==> config.mk <==
export PLATFORM = sky130hd
export DESIGN_NAME = hazard_controller
export DESIGN_NICKNAME = d
export VERILOG_FILES = /design/src/rtl/hazard_controller.sv
export SDC_FILE = /design/constraint.sdc
export NUM_CORES = 1
export LEC_CHECK = 0
export BUFFER_PORTS_ARGS = -buffer_cell sky130_fd_sc_hd__buf_2
export CORE_UTILIZATION = 58
export DETAILED_ROUTE_END_ITERATION = 10
export GPL_ROUTABILITY_DRIVEN = 0
export GPL_TIMING_DRIVEN = 0
export HOLD_SLACK_MARGIN = 0.05
export MAX_ROUTING_LAYER = met4
export PLACE_DENSITY = 0.87
export RECOVER_POWER = 50
export SLEW_MARGIN = 0
export SYNTH_ARGS = -nofsm -noshare
export SYNTH_HDL_FRONTEND = slang
export SYNTH_SLANG_ARGS = --single-unit
==> constraint.sdc <==
create_clock -name clk -period 3.2 [get_ports clk]
set_input_delay 0.32 -clock clk [delete_from_list [all_inputs] [get_ports clk]]
set_output_delay 0.32 -clock clk [all_outputs]
set_load 0.01 [all_outputs]
==> src/rtl/hazard_controller.sv <==
// hazard_controller: pipeline hazard and stall controller for the 5-stage RV32 core.
// Decides each cycle which pipeline registers advance, hold, or load a bubble.
// Ports:
//   clk, rst                      clock, asynchronous active-high reset
//   if_id_rs1/rs2, if_id_use_rs*  source operands of the instruction in ID
//   id_ex_memread, id_ex_rd       load flag and destination of the instruction in EX
//   ex_redirect                   taken branch/jump resolved in EX
//   icache_stall, dcache_stall    cache miss stalls
//   pc_en .. mem_wb_en            stage register enables (combinational)
//   if_id_flush, id_ex_flush      load-NOP controls, override the matching enable (combinational)
//   state                         registered action class (RUN/LOAD_USE/MEM_WAIT/REDIRECT)
//   stall_cycles, flush_count     saturating performance counters
//   stall_timeout                 sticky cache-stall watchdog
module hazard_controller #(
   parameter int unsigned STALL_CNT_W = 32,
   parameter int unsigned FLUSH_CNT_W = 16,
   parameter int unsigned TIMEOUT     = 1024
) (
   input  logic                   clk,
   input  logic                   rst,
   input  logic [4:0]             if_id_rs1,
   input  logic [4:0]             if_id_rs2,
   input  logic                   if_id_use_rs1,
   input  logic                   if_id_use_rs2,
   input  logic                   id_ex_memread,
   input  logic [4:0]             id_ex_rd,
   input  logic                   ex_redirect,
   input  logic                   icache_stall,
   input  logic                   dcache_stall,
   output logic                   pc_en,
   output logic                   if_id_en,
   output logic                   id_ex_en,
   output logic                   ex_mem_en,
   output logic                   mem_wb_en,
   output logic                   if_id_flush,
   output logic                   id_ex_flush,
   output logic [1:0]             state,
   output logic [STALL_CNT_W-1:0] stall_cycles,
   output logic [FLUSH_CNT_W-1:0] flush_count,
   output logic                   stall_timeout
);

   localparam int unsigned WAIT_W = 16;
   localparam logic [WAIT_W-1:0] WAIT_MAX = WAIT_W'(TIMEOUT);
   localparam logic [WAIT_W:0]   WAIT_TRIP = (WAIT_W+1)'(TIMEOUT);

   typedef enum logic [1:0] {
      ST_RUN      = 2'd0,
      ST_LOAD_USE = 2'd1,
      ST_MEM_WAIT = 2'd2,
      ST_REDIRECT = 2'd3
   } state_t;

   state_t            state_q;
   state_t            next_state;
   logic              lu;
   logic [WAIT_W-1:0] wait_cnt;

   assign state = 2'(state_q);

   // Load-use hazard; masked after a redirect because IF/ID then holds a bubble.
   assign lu = (state_q != ST_REDIRECT) && id_ex_memread && (id_ex_rd != 5'd0) &&
               ((if_id_use_rs1 && (if_id_rs1 == id_ex_rd)) ||
                (if_id_use_rs2 && (if_id_rs2 == id_ex_rd)));

   // Prioritised action decision: enables, flushes and the next action class.
   always_comb begin
      pc_en       = 1'b1;
      if_id_en    = 1'b1;
      id_ex_en    = 1'b1;
      ex_mem_en   = 1'b1;
      mem_wb_en   = 1'b1;
      if_id_flush = 1'b0;
      id_ex_flush = 1'b0;
      next_state  = ST_RUN;
      if (dcache_stall) begin
         // Whole pipe freezes; a pending redirect stays in EX until release.
         pc_en      = 1'b0;
         if_id_en   = 1'b0;
         id_ex_en   = 1'b0;
         ex_mem_en  = 1'b0;
         mem_wb_en  = 1'b0;
         next_state = ST_MEM_WAIT;
      end else if (ex_redirect) begin
         if_id_flush = 1'b1;
         id_ex_flush = 1'b1;
         next_state  = ST_REDIRECT;
      end else if (lu) begin
         pc_en       = 1'b0;
         if_id_en    = 1'b0;
         id_ex_flush = 1'b1;
         next_state  = ST_LOAD_USE;
      end else if (icache_stall) begin
         // ID drains downstream while a bubble enters ID.
         pc_en       = 1'b0;
         if_id_flush = 1'b1;
         next_state  = ST_MEM_WAIT;
      end
   end

   // State register, performance counters and watchdog.
   always_ff @(posedge clk or posedge rst) begin
      if (rst) begin
         state_q       <= ST_RUN;
         stall_cycles  <= '0;
         flush_count   <= '0;
         wait_cnt      <= '0;
         stall_timeout <= 1'b0;
      end else begin
         state_q <= next_state;
         if (!pc_en && (stall_cycles != '1))
            stall_cycles <= stall_cycles + STALL_CNT_W'(1);
         if ((next_state == ST_REDIRECT) && (flush_count != '1))
            flush_count <= flush_count + FLUSH_CNT_W'(1);
         if (icache_stall || dcache_stall) begin
            if (wait_cnt != WAIT_MAX)
               wait_cnt <= wait_cnt + WAIT_W'(1);
            if (({1'b0, wait_cnt} + 17'd1) >= WAIT_TRIP)
               stall_timeout <= 1'b1;
         end else begin
            wait_cnt <= '0;
         end
      end
   end

endmodule

; Word-level counts from Yosys, hierarchy flattened
; Index checks and enable logic that the tools add are counted.
[totals]
reg_bits = 67
input_bits = 23
output_inout_bits = 58
wordCells = 51
[classes]
n_addsub = 4
order_cmp = 1
n_eq_ne = 8
mux = 21
n_reduce_logical = 12
[op_table]
columns = cell, count
row1 = $add A16 B1 Y16 const B, 2
row2 = $add A32 B1 Y32 const B, 1
row3 = $mux W16, 2
row4 = $ne A32 B32 Y1 const B, 1
row5 = $add A16 B1 Y17 const B, 1
row6 = $ge A17 B11 Y1 const B, 1
row7 = $ne A16 B11 Y1 const B, 1
row8 = $ne A16 B16 Y1 const B, 1
row9 = $mux W1, 15
row10 = $eq A5 B5 Y1, 2
row11 = $mux W2, 4
row12 = $logic_and A1 B1 Y1, 7
row13 = $reduce_bool A5 Y1, 1
row14 = $eq A2 B2 Y1 const B, 1
row15 = $logic_or A1 B1 Y1, 2
row16 = $ne A2 B1 Y1 const B, 1
row17 = $ne A2 B2 Y1 const B, 1
row18 = $reduce_and A2 Y1, 1
row19 = $logic_not A1 Y1, 1

; Depth between registers and ports, before layout
; Gate-level depths: netlist of the first run.
[logic_depth]
depth_word = 9
depth_mapped = 8
depth_no_buf = 7

; Worst setup path before layout of the first run
; No wires, ideal clock.
[synth_timing]
kind = reg2reg
from = reg stall_cycles[0]
to = reg stall_cycles[1]
setup_time_ns = 0.128
arrival_time_ns = 1.815
t_required_ns = 3.072
slack_ns = 1.258
stages_incl_launch_ff = 8
n_path_buf = 1
synth_period_minus_slack_ns = 1.942
cell_sequence = dfrtp_1 ha_1 nand4_1 nor3_1 nand3_2 nand3_4 buf_6 mux2_1
[synth_between]
elab_chain_len = 2
word_cells_on_any_way = 3
cone_classes = add/sub (1) / eq/ne (1) / reduce/logical (1)
[synth_rtl]
columns = item, line
row1 = "start, declared", 38  ; output logic [STALL_CNT_W-1:0] stall_cycles,
row2 = "start signal, assigned", 112  ; stall_cycles <= stall_cycles + STALL_CNT_W'(1);
row3 = "parallel branches: the longest is 2 deep, another holds $add A32 B1 Y32", n/a
; Several ways; the timed one is not identified.
; A chain may end at the register's enable or synchronous reset.

; Worst setup path after layout of the first run
; Ends and elaborated chain as after synthesis.

==> metrics.txt, run 1 <==
Mapped Nets=381; setup slack after layout=0.9901 ns; first-pass GRT wire length=12500 µm; ys flop type=dfrtp_1; PortBufs=79; routed len/inst=14.58 µm; Hold-fix buffers, CTS=0; Fin Setup TNS=0 ns; top post-synthesis cells by area=dfrtp_1 (47%), xnor2_1 (8.8%), xor2_1 (8.3%); post-synthesis cell count=354; Core ar.=5956 µm²; clk buf depth=2; final hold slack=0.2592 ns; Async SR Flop Fraction=1.000; Fillers=454; H-tree depth=3; Fin. Hold Viols=0; Peak Freq=452.5 MHz; Via density=5.516; P&R area growth vs syn=18.49%; leakage=2.007 nW; worst endpoint required time=3.42 ns; RSZ-0062 raised after global routing=no; Synth top area share=0.4676; Ys Warns=0; initial drt markers=161; io pins=81; initial antenna violation count=0; chip height=80.63 µm; Slew @ Worst Pin=1.106 ns; busiest layer in global routing=met2; DR DRC count=0; die area=6501 µm²; pwr dens=512.3 nW/µm²; Tot GR Track Use=0.2620; Num CTS Buffers=9; met1 Track Usage GR=0.3248; Worst Path Arrival=2.43 ns; met2 GRT Util=0.4212; worst-path maximum fanout=10; CP Capture Type=flip-flop; DRT antenna net count=0; top post-synthesis cells by count=dfrtp_1 (67), nor2_1 (41), xnor2_1 (36), xor2_1 (34), nand3_1 (28); Yosys reg bits=67; worst reg2reg path startpoint=stall_cycles[0]; post-route cell area=4249 µm²; crit path from=stall_cycles[0]; total clock sinks=67; Post-Syn Area=3586 µm²; TritonCTS clock tree=done; final period utilization=0.6906; Setup CP Type=flip-flop to flip-flop; largest area contributor in the netlist=dfrtp_1; final WL=7652 µm; area post-placement=4095 µm²; Slew Limit Headroom=0.2617; share of post-route cells with drive strength above 1=0.2178; CTS resizes=0; Final setup violation count=0; Starting Density=0.6021; Slew Viols, Final=0; R2R cell count=7; status=complete, no violations; startpoint class of the critical path=flip-flop; Seq. cell area=1677 µm²; max_cap viols=0; Tmin final=2.210 ns; Remaining Overflow, GRT=0; clock slew at reported path FFs=0.07 ns; Post-synth EDFFs=0; area of the multi-input gates=1760 µm²; most numerous cell in the Yosys netlist=dfrtp_1; Layout Skew=0.006648 ns; Distinct cells, synth=44; DP HPWL=5444 µm; vias in the first global route=2671; Die Wd=80.63 µm; met3 Use GR=0.07386; clk root buf=clkbuf_8; postcts setup bufs=0; NumNets Final=472; Skew-Pair Late Insertion Delay=0.33 ns; largest net degree at the start of global routing=41; num rows=28; Pwr Total=2.177 mW; Max VDD drop=0.3895 mV; via count=2896; syn avg cell area=10.13 µm²; DRT Pass-1 Iters=5; hold crit path type=primary input to async pin; Antenna Cells=0; register area share after synthesis=0.4676; pre-CTS worst setup slack=1.016 ns
per-layer routing:
metal | routed length, µm | vias up
met2 | 3728 | 102
met4 | 89 | 0
met1 | 3360 | 1388
met3 | 474 | 11
met5 | 0 | -
li1 | - | 1395
where the power goes:
| group | switching, mW | internal (mW) |
|---|---|---|
| Clock | 0.300 | 0.382 |
| Sequential | 0.139 | 0.945 |
| Combinational | 0.223 | 0.188 |
| Total | 0.662 | 1.52 |
flip-flops by register name, summed over array words and instances (netlist names):
| name | flops |
|---|---|
| flush_count | 16 |
| stall_cycles | 32 |
| stall_timeout | 1 |
| state | 2 |
| wait_cnt | 16 |
per-stage QoR:
stage	util	std cells
after global placement	0.6842	508
after floorplan	-	354
final	0.7134	525
after CTS	0.7191	525
after global routing	0.7134	525
after detailed placement	0.6876	509
worst paths after layout:
kind,to,slack [ns]
setup / recovery,stall_cycles[1],0.99
hold / removal,wait_cnt[15],0.26
setup reg to reg,stall_cycles[1],0.99
hold reg to reg,flush_count[13],0.49
max in group asynchronous,stall_cycles[16],2.18
min in group clk,state[1],0.26
cell families after synthesis:
| family | count (synthesis) | share of synthesized area |
|---|---|---|
| multiplexers | 2 | 0.006280 |
| buffers and inverters | 29 | 0.04152 |
| adder cells (fa/ha/maj) | 4 | 0.01396 |
| XOR/XNOR | 70 | 0.1710 |
| AO/OA/AOI/OAI | 17 | 0.03594 |
| flip-flops | 67 | 0.4676 |
| AND/OR/NAND/NOR | 165 | 0.2638 |
worst max-delay path, stage by stage (launching register included):
cell and delay [ns]:
dfrtp_1 0.41, ha_1 0.23, nand4_1 0.16, nor3_1 0.37
nand3_2 0.23, nand3_4 0.21, buf_6 0.17, mux2_1 0.32
layout by cell type (no fill, tap or decap), types with 2 or more instances in the layout:
cell	Yosys	final
or4_1	2	2
and3_1	5	5
inv_1	17	17
xor2_1	34	34
ha_1	4	4
nor4_1	3	3
nor2_1	41	41
dfrtp_1	67	67
buf_2	2	54
nand3_1	28	28
a31o_2	2	2
nor3_2	10	10
a21oi_1	2	2
xnor2_1	36	36
clkbuf_8	0	10
o21ai_0	4	4
buf_6	4	4
and4_1	3	3
clkbuf_1	4	35
or3_1	2	2
nand2b_1	3	3
and2_1	2	2
nor3_1	11	11
o22ai_1	2	2
nor4_2	4	4
nand2_1	27	27
clkbuf_4	0	2
nand4_1	16	16
area by class of cell:
| cell class | count | share of cell area |
|---|---|---|
| Sequential cell | 67 | 0.3946 |
| Clock inverter | 2 | 0.008245 |
| Inverter | 17 | 0.01502 |
| Timing Repair Buffer | 80 | 0.09011 |
| Tap cell | 75 | 0.02208 |
| Clock buffer | 14 | 0.03592 |
| Multi-Input combinational cell | 258 | 0.4143 |
| Buffer | 12 | 0.01973 |
No activity file was read; power rests on OpenSTA's default activity.
==> inputs of run 2 (changes only) <==
--- a/config.mk
+++ b/config.mk
@@ -6,13 +6,13 @@
 export NUM_CORES = 1
 export LEC_CHECK = 0
 export BUFFER_PORTS_ARGS = -buffer_cell sky130_fd_sc_hd__buf_2
-export CORE_UTILIZATION = 58
+export CORE_UTILIZATION = 49
 export DETAILED_ROUTE_END_ITERATION = 10
 export GPL_ROUTABILITY_DRIVEN = 0
 export GPL_TIMING_DRIVEN = 0
 export HOLD_SLACK_MARGIN = 0.05
 export MAX_ROUTING_LAYER = met4
-export PLACE_DENSITY = 0.87
+export PLACE_DENSITY = 0.78
 export RECOVER_POWER = 50
 export SLEW_MARGIN = 0
 export SYNTH_ARGS = -nofsm -noshare
==> constraint.sdc (replaced) <==
create_clock -name clk -period 1.84 [get_ports clk]
set_input_delay 0.184 -clock clk [delete_from_list [all_inputs] [get_ports clk]]
set_output_delay 0.184 -clock clk [all_outputs]
set_load 0.01 [all_outputs]
==> run 2 against run 1 <==
  * Worst setup slack got worse by 1.0 ns
  * Cell area increased by 8.5%
  * Register-to-register slack got worse by 1.0 ns
  * Utilization decreased by 5.0 points
  * Largest power group unchanged
  * Total power increased by 81%
  * Hold slack got worse by 0.16 ns
  * Critical path type unchanged
  * First-iteration DRC count decreased by 19%
  * Die area increased by 18%
  * Clock skew increased by 0.00067 ns
  * The run now ends with setup timing left
  * Cell count increased by 7.6%
  * Clock power increased by 64%
  * Critical endpoint unchanged
==> metrics.txt, run 2 (synthesis gave the netlist of run 1 again) <==
P&R area growth vs syn=28.51%; initial antenna violation count=0 (unchanged); setup slack after layout=-0.01739 ns (-1.008 ns); routed len/inst=14.89 µm (+2.2%); first-pass GRT wire length=12280 µm (-1.8%); Finished Layout Cells=565 (+7.6%); io pins=81 (unchanged); R2R cell count=7 (unchanged); RSZ-0062 raised after global routing=yes; total clock sinks=67 (unchanged); most common cell after layout, fill and taps aside=dfrtp_1; H-tree depth=3 (unchanged); max layer used=met4; hold crit path type=primary input to flip-flop; Worst path max stage delay=0.43 ns (+0.02 ns); share of post-route cells with drive strength above 1=0.3092 (+0.09139); leakage=2.177 nW (+8.5%); chip height=87.55 µm (+8.6%); DR DRC count=0 (unchanged); commonest non-fill, non-tap cells in the layout=dfrtp_1 (64), buf_2 (58), nor2_1 (40), xnor2_1 (36), xor2_1 (34); worst-path maximum fanout=5 (-5); worst endpoint required time=2.07 ns (-1.35 ns); initial drt markers=131 (-19%); DRT Pass-1 Iters=4 (-1); max reg flops=32 (unchanged); Die Wd=87.55 µm (+8.6%); final period utilization=1.009 (+0.3189); Peak Freq=538.4 MHz (+19%); startpoint class of the critical path=flip-flop; Biggest register=stall_cycles; TritonCTS clock tree=done; worst reg2reg path startpoint=stall_cycles[1]; Starting Density=0.5164 (-0.08570); clk buf depth=2 (unchanged); Worst path slowest cell=dfrtp_1; Core ar.=6944 µm² (+17%); DR WL met2=4079 µm (+9.4%); final WL=8414 µm (+10%); num rows=30 (+7.1%); PortBufs=79 (unchanged); CP Capture Type=flip-flop; Antenna Cells=0 (unchanged); Slew Viols, Final=0 (unchanged); status=complete, but fails checks; Met3 Wirelength=435 µm (-8.2%); failing checks=setup timing; Largest delay share family, worst path=simple AND/OR/NAND/NOR gates; FF-to-FF End=stall_cycles[1]; Remaining Overflow, GRT=0 (unchanged); DP HPWL=5600 µm (+2.9%); Tmin final=1.857 ns (-0.3525 ns); Worst Path Arrival=2.08 ns (-0.35 ns); pwr dens=856.7 nW/µm² (+67%); hold-critical path depth=3; Setup CP Type=flip-flop to flip-flop; Fillers=530 (+17%); CP Buf/Inv Count=1 (unchanged); Slew Limit Headroom=0.5454 (+0.2837); max_cap viols=0 (unchanged); Tot GR Track Use=0.2159 (-0.04613); Fin. Hold Viols=0 (unchanged); number of cells after detailed placement=530 (+4.1%); via count=2968 (+2.5%); Via density=5.253 (-4.8%); Num CTS Buffers=9 (unchanged); FF-to-FF setup slack=-0.02 ns (-1.01 ns); Slew @ Worst Pin=0.6804 ns (-0.4258 ns); Hold Path Origin=ex_redirect; Fin Setup TNS=-0.01764 ns (-0.01764 ns); Hold EP=state[1]; Skew-Pair Late Insertion Delay=0.35 ns (+0.02 ns); Max VDD drop=0.8078 mV (+110%); clk root buf=clkbuf_8; vias in the first global route=2676 (+0.19%); DRT antenna net count=0 (unchanged); die area=7664 µm² (+18%); Layout Skew=0.007316 ns (+0.0006682 ns); Critical Path, Cell by Cell=ha_4 -> nand4_1 -> nor3_2 -> nand3_2 -> nand3_4 -> buf_8 -> mux2_4; NumNets Final=491 (+4.0%); clock slew at reported path FFs=0.07 ns (about the same); largest net degree at the start of global routing=39 (-4.9%); largest registers=stall_cycles (32), flush_count (16), wait_cnt (16); WL met1=3765 µm (+12%); Final setup violation count=2 (+2)
run 2: cell types whose count changed in the layout (fill, tap and decap cells not counted), moves of 3 or more:
cell / delta
nor3_1: -4
nor4_4: +3
clkinv_2: +3
nor3_2: +4
buf_4: +15
clkbuf_1: -9
dfrtp_2: +3
buf_2: +4
dfrtp_1: -3
run 2: cell type report:
type / count / area [µm²] / area share
plain buffers: 12 / 103.9 / 0.02254
inverters: 17 / 67.56 / 0.01466
multi-input cells: 258 / 1886 / 0.4092
clock inverters: 5 / 27.53 / 0.005973
repair buffers: 99 / 571.8 / 0.1241
well taps: 96 / 120.1 / 0.02607
clock buffers: 11 / 151.4 / 0.03285
flip-flops and latches: 67 / 1680 / 0.3646
run 2: metrics by stage:
step	setup slack [ns]	hold slack [ns]	instance area [µm²]	util	total power, mW
after floorplan	-0.005523	0.2989	3595	-	2.326
after global placement	-0.1837	0.4448	4110	0.5919	2.587
after detailed placement	-0.2212	0.3183	4130	0.5948	2.631
after CTS	-0.08834	0.08984	4374	0.6299	3.775
after global routing	-0.1252	0.1046	4608	0.6636	4.152
final	-0.01739	0.09526	4608	0.6636	3.948
run 2: where the power goes:
group          total, mW  switching (mW)  internal [mW]
combinational      0.907           0.430          0.477
clock               1.12           0.570          0.553
sequential          1.92           0.271           1.65
total               3.95            1.27           2.68
run 2: metal layers:
layer / vias up / global-route usage
met4: 0 / 0.08942
met1: 1442 / 0.2777
met3: 12 / 0.04995
met2: 78 / 0.3295
li1: 1436 / -
met5: - / -
run 2: worst max path at each step:
stage | startpoint | endpoint | slack [ns] | depth (start not counted)
after global placement | stall_cycles[11] | stall_cycles[1] | -0.18 | 6
after floorplan | stall_cycles[11] | stall_cycles[1] | -0.006 | 6
after detailed placement | stall_cycles[0] | stall_cycles[1] | -0.22 | 7
final | stall_cycles[1] | stall_cycles[1] | -0.02 | 7
after global routing | stall_cycles[1] | stall_cycles[23] | -0.13 | 8
after CTS | stall_cycles[1] | stall_cycles[1] | -0.09 | 7
run 2: timing repair:
| item | in CTS | in global routing |
|---|---|---|
| pin swaps | 2 | 18 |
| hold buffers | 1 | 0 |
| buffers inserted | 5 | 11 |
| endpoints found under the hold margin | 29 | 0 |
| endpoints found under the setup margin | 40 | 46 |
| cloned | 0 | 2 |
| gates resized for setup | 6 | 29 |
run 2: worst reg2reg max path, stage by stage (launching register included):
cell	delay, ns
dfrtp_1	0.43
ha_4	0.18
nand4_1	0.20
nor3_2	0.24
nand3_2	0.14
nand3_4	0.14
buf_8	0.13
mux2_4	0.29
==> inputs of run 3 (changes only) <==
--- a/config.mk
+++ b/config.mk
@@ -7,6 +7,7 @@
 export LEC_CHECK = 0
 export BUFFER_PORTS_ARGS = -buffer_cell sky130_fd_sc_hd__buf_2
 export CORE_UTILIZATION = 49
+export CTS_BUF_LIST = sky130_fd_sc_hd__clkbuf_16
 export DETAILED_ROUTE_END_ITERATION = 10
 export GPL_ROUTABILITY_DRIVEN = 0
 export GPL_TIMING_DRIVEN = 0
==> run 3 against run 2 <==
  * The run still ends with setup timing left
  * Hold slack improved by 0.017 ns
  * Routed wire length fell by 3.2%
  * Combinational power is 5.4% lower
  * Sequential share of layout area fell by 0.16 points
  * Total power increased by 8.4%
  * Non-clock buffer count increased by 1
  * Sequential cell count unchanged
==> metrics.txt, run 3 (synthesis gave the netlist of run 1 again) <==
Critical Path, Cell by Cell=ha_4 -> nand4_1 -> nor3_2 -> nand3_2 -> nand3_4 -> buf_8 -> mux2_4; Core ar.=6944 µm² (unchanged); hold-critical path depth=3 (unchanged); Slew Limit Headroom=0.5476 (+0.002179); number of cells after detailed placement=530 (unchanged); clk buf depth=2 (unchanged); first-pass GRT wire length=12560 µm (+2.4%); Slew Viols, Final=0 (unchanged); max_cap viols=0 (unchanged); clock slew at reported path FFs=0.05 ns (-0.02 ns); largest net degree at the start of global routing=39 (unchanged); P&R area growth vs syn=29.38%; commonest non-fill, non-tap cells in the layout=dfrtp_1 (61), buf_2 (58), nor2_1 (40), xnor2_1 (36), xor2_1 (34); H-tree depth=3 (unchanged); most common cell after layout, fill and taps aside=dfrtp_1; largest registers=stall_cycles (32), flush_count (16), wait_cnt (16); Core Util, Final=0.6681 (+0.004504); clk root buf=clkbuf_16; R2R cell count=7 (unchanged); Peak Freq=531.6 MHz (-1.3%); Remaining Overflow, GRT=0 (unchanged); via count=2932 (-1.2%); worst reg2reg path startpoint=stall_cycles[1]; DRT Pass-1 Iters=4 (unchanged); initial drt markers=111 (-15%); Fillers=525 (-0.94%); Fin. Hold Viols=0 (unchanged); leakage=2.185 nW (+0.36%); worst-path maximum fanout=5 (unchanged); Reg power frac=0.446 (-0.040); Worst path max stage delay=0.42 ns (about the same); Num CTS Buffers=9 (unchanged); CP Capture Type=flip-flop; setup slack after layout=-0.04099 ns (-0.02360 ns); Via density=5.180 (-1.4%); DP HPWL=5600 µm (unchanged); Hold Path Origin=ex_redirect; switching part of the total=0.3037 (-0.01842); Layout Skew=0.003793 ns (-0.003522 ns); Worst Path Arrival=2.09 ns (about the same); PortBufs=79 (unchanged); Finished Layout Cells=566 (+0.18%); pre-CTS worst setup slack=-0.2212 ns (unchanged); Antenna Cells=0 (unchanged); total clock sinks=67 (unchanged); Skew-Pair Late Insertion Delay=0.33 ns (-0.02 ns); NumNets Final=492 (+0.20%); Die Wd=87.55 µm (unchanged); post-route cell area=4639 µm² (+0.68%); Setup CP Type=flip-flop to flip-flop; final period utilization=1.022 (+0.01283); chip height=87.55 µm (unchanged); initial antenna violation count=0 (unchanged); TritonCTS clock tree=done; DR DRC count=0 (unchanged); vias in the first global route=2679 (+0.11%); pwr dens=922.8 nW/µm² (+7.7%); io pins=81 (unchanged); Starting Density=0.5164 (unchanged); Max VDD drop=0.8911 mV (+10%); routed len/inst=14.40 µm (-3.3%); Tot GR Track Use=0.2222 (+0.006236); Tmin final=1.881 ns (+0.02360 ns); Slew @ Worst Pin=0.6772 ns (-0.003261 ns); final WL=8148 µm (-3.2%); share of post-route cells with drive strength above 1=0.3106 (+0.001470); Int Power=2.981 mW (+11%); Biggest register=stall_cycles; part of the power in combinational logic=0.200 (-0.030); status=complete, but fails checks; startpoint class of the critical path=flip-flop; die area=7664 µm² (unchanged); hold crit path type=primary input to flip-flop; crit path from=stall_cycles[1]; Worst path slowest cell=dfrtp_1; RSZ-0062 raised after global routing=yes; Switch Pwr=1.300 mW (+2.2%); num rows=30 (unchanged); clock share of power=0.354 (+0.070); area post-placement=4130 µm² (unchanged); failing checks=setup timing; Final setup violation count=2 (unchanged); max reg flops=32 (unchanged); DRT antenna net count=0 (unchanged); worst endpoint required time=2.05 ns (-0.02 ns); final hold slack=0.1120 ns (+0.01675 ns)
-- run 3: cell types whose count changed in the layout (fill, tap and decap cells not counted), moves of 2 or more --
cell / change
buf_4: +4
clkbuf_16: +8
clkbuf_8: -11
clkinv_1: +2
dfrtp_1: -3
dfrtp_2: +3
nor4_2: +2
nor4_4: -2
-- run 3: power by group through the flow --
| stage | clock network, mW | logic, mW | registers [mW] |
|---|---|---|---|
| finish | 1.51 | 0.858 | 1.91 |
| global route | 1.61 | 0.953 | 1.93 |
| CTS | 1.54 | 0.779 | 1.89 |
| detailed placement | 0 | 0.729 | 1.90 |
| global placement | 0 | 0.695 | 1.89 |
| floorplan | 0 | 0.402 | 1.92 |
-- run 3: timing repair --
action	CTS	global route
hold buffers	1	0
endpoints found under the setup margin	41	46
buffers inserted	5	13
resized for setup	9	22
cloned	0	1
endpoints found under the hold margin	29	0
pin swaps	3	14
-- run 3: layout make-up --
type                    count  area, µm²  share of cell area
plain buffers              12      95.09             0.02050
inverters                  17      67.56             0.01456
multi-input cells         258       1854              0.3997
clock buffers               9      225.2             0.04854
repair buffers            100      558.0              0.1203
flip-flops and latches     67       1684              0.3630
clock inverters             7      35.03            0.007551
well taps                  96      120.1             0.02589
-- run 3: critical path, delay by kind of cell (launching register included) --
family / cells / cell delay, ns
buffers and inverters: 1 / 0.14
multiplexers: 1 / 0.29
adder cells (fa/ha/maj): 1 / 0.18
flip-flops: 1 / 0.42
AND/OR/NAND/NOR: 4 / 0.73
-- run 3: path summary, 6_finish.rpt --
| check | slack (ns) | endpoint |
|---|---|---|
| setup / recovery | -0.04 | stall_cycles[1] |
| hold / removal | 0.11 | state[1] |
| setup reg to reg | -0.04 | stall_cycles[1] |
| hold reg to reg | 0.50 | stall_cycles[19] |
| max in group asynchronous | 0.73 | stall_cycles[20] |
| min in group asynchronous | 0.50 | flush_count[8] |
-- run 3: through the flow --
| step | setup TNS [ns] | total power [mW] |
|---|---|---|
| floorplan | -0.005523 | 2.326 |
| global placement | -2.478 | 2.587 |
| detailed placement | -3.378 | 2.631 |
| CTS | -0.08744 | 4.204 |
| global route | -1.428 | 4.500 |
| finish | -0.05843 | 4.281 |
-- run 3: per-layer routing --
layer  vias up  wire, µm  track usage
li1       1433         -            -
met5         -         0            -
met2        67      3873       0.3352
met1      1420      3756       0.2879
met3        12       380      0.06126
met4         0       137      0.07899
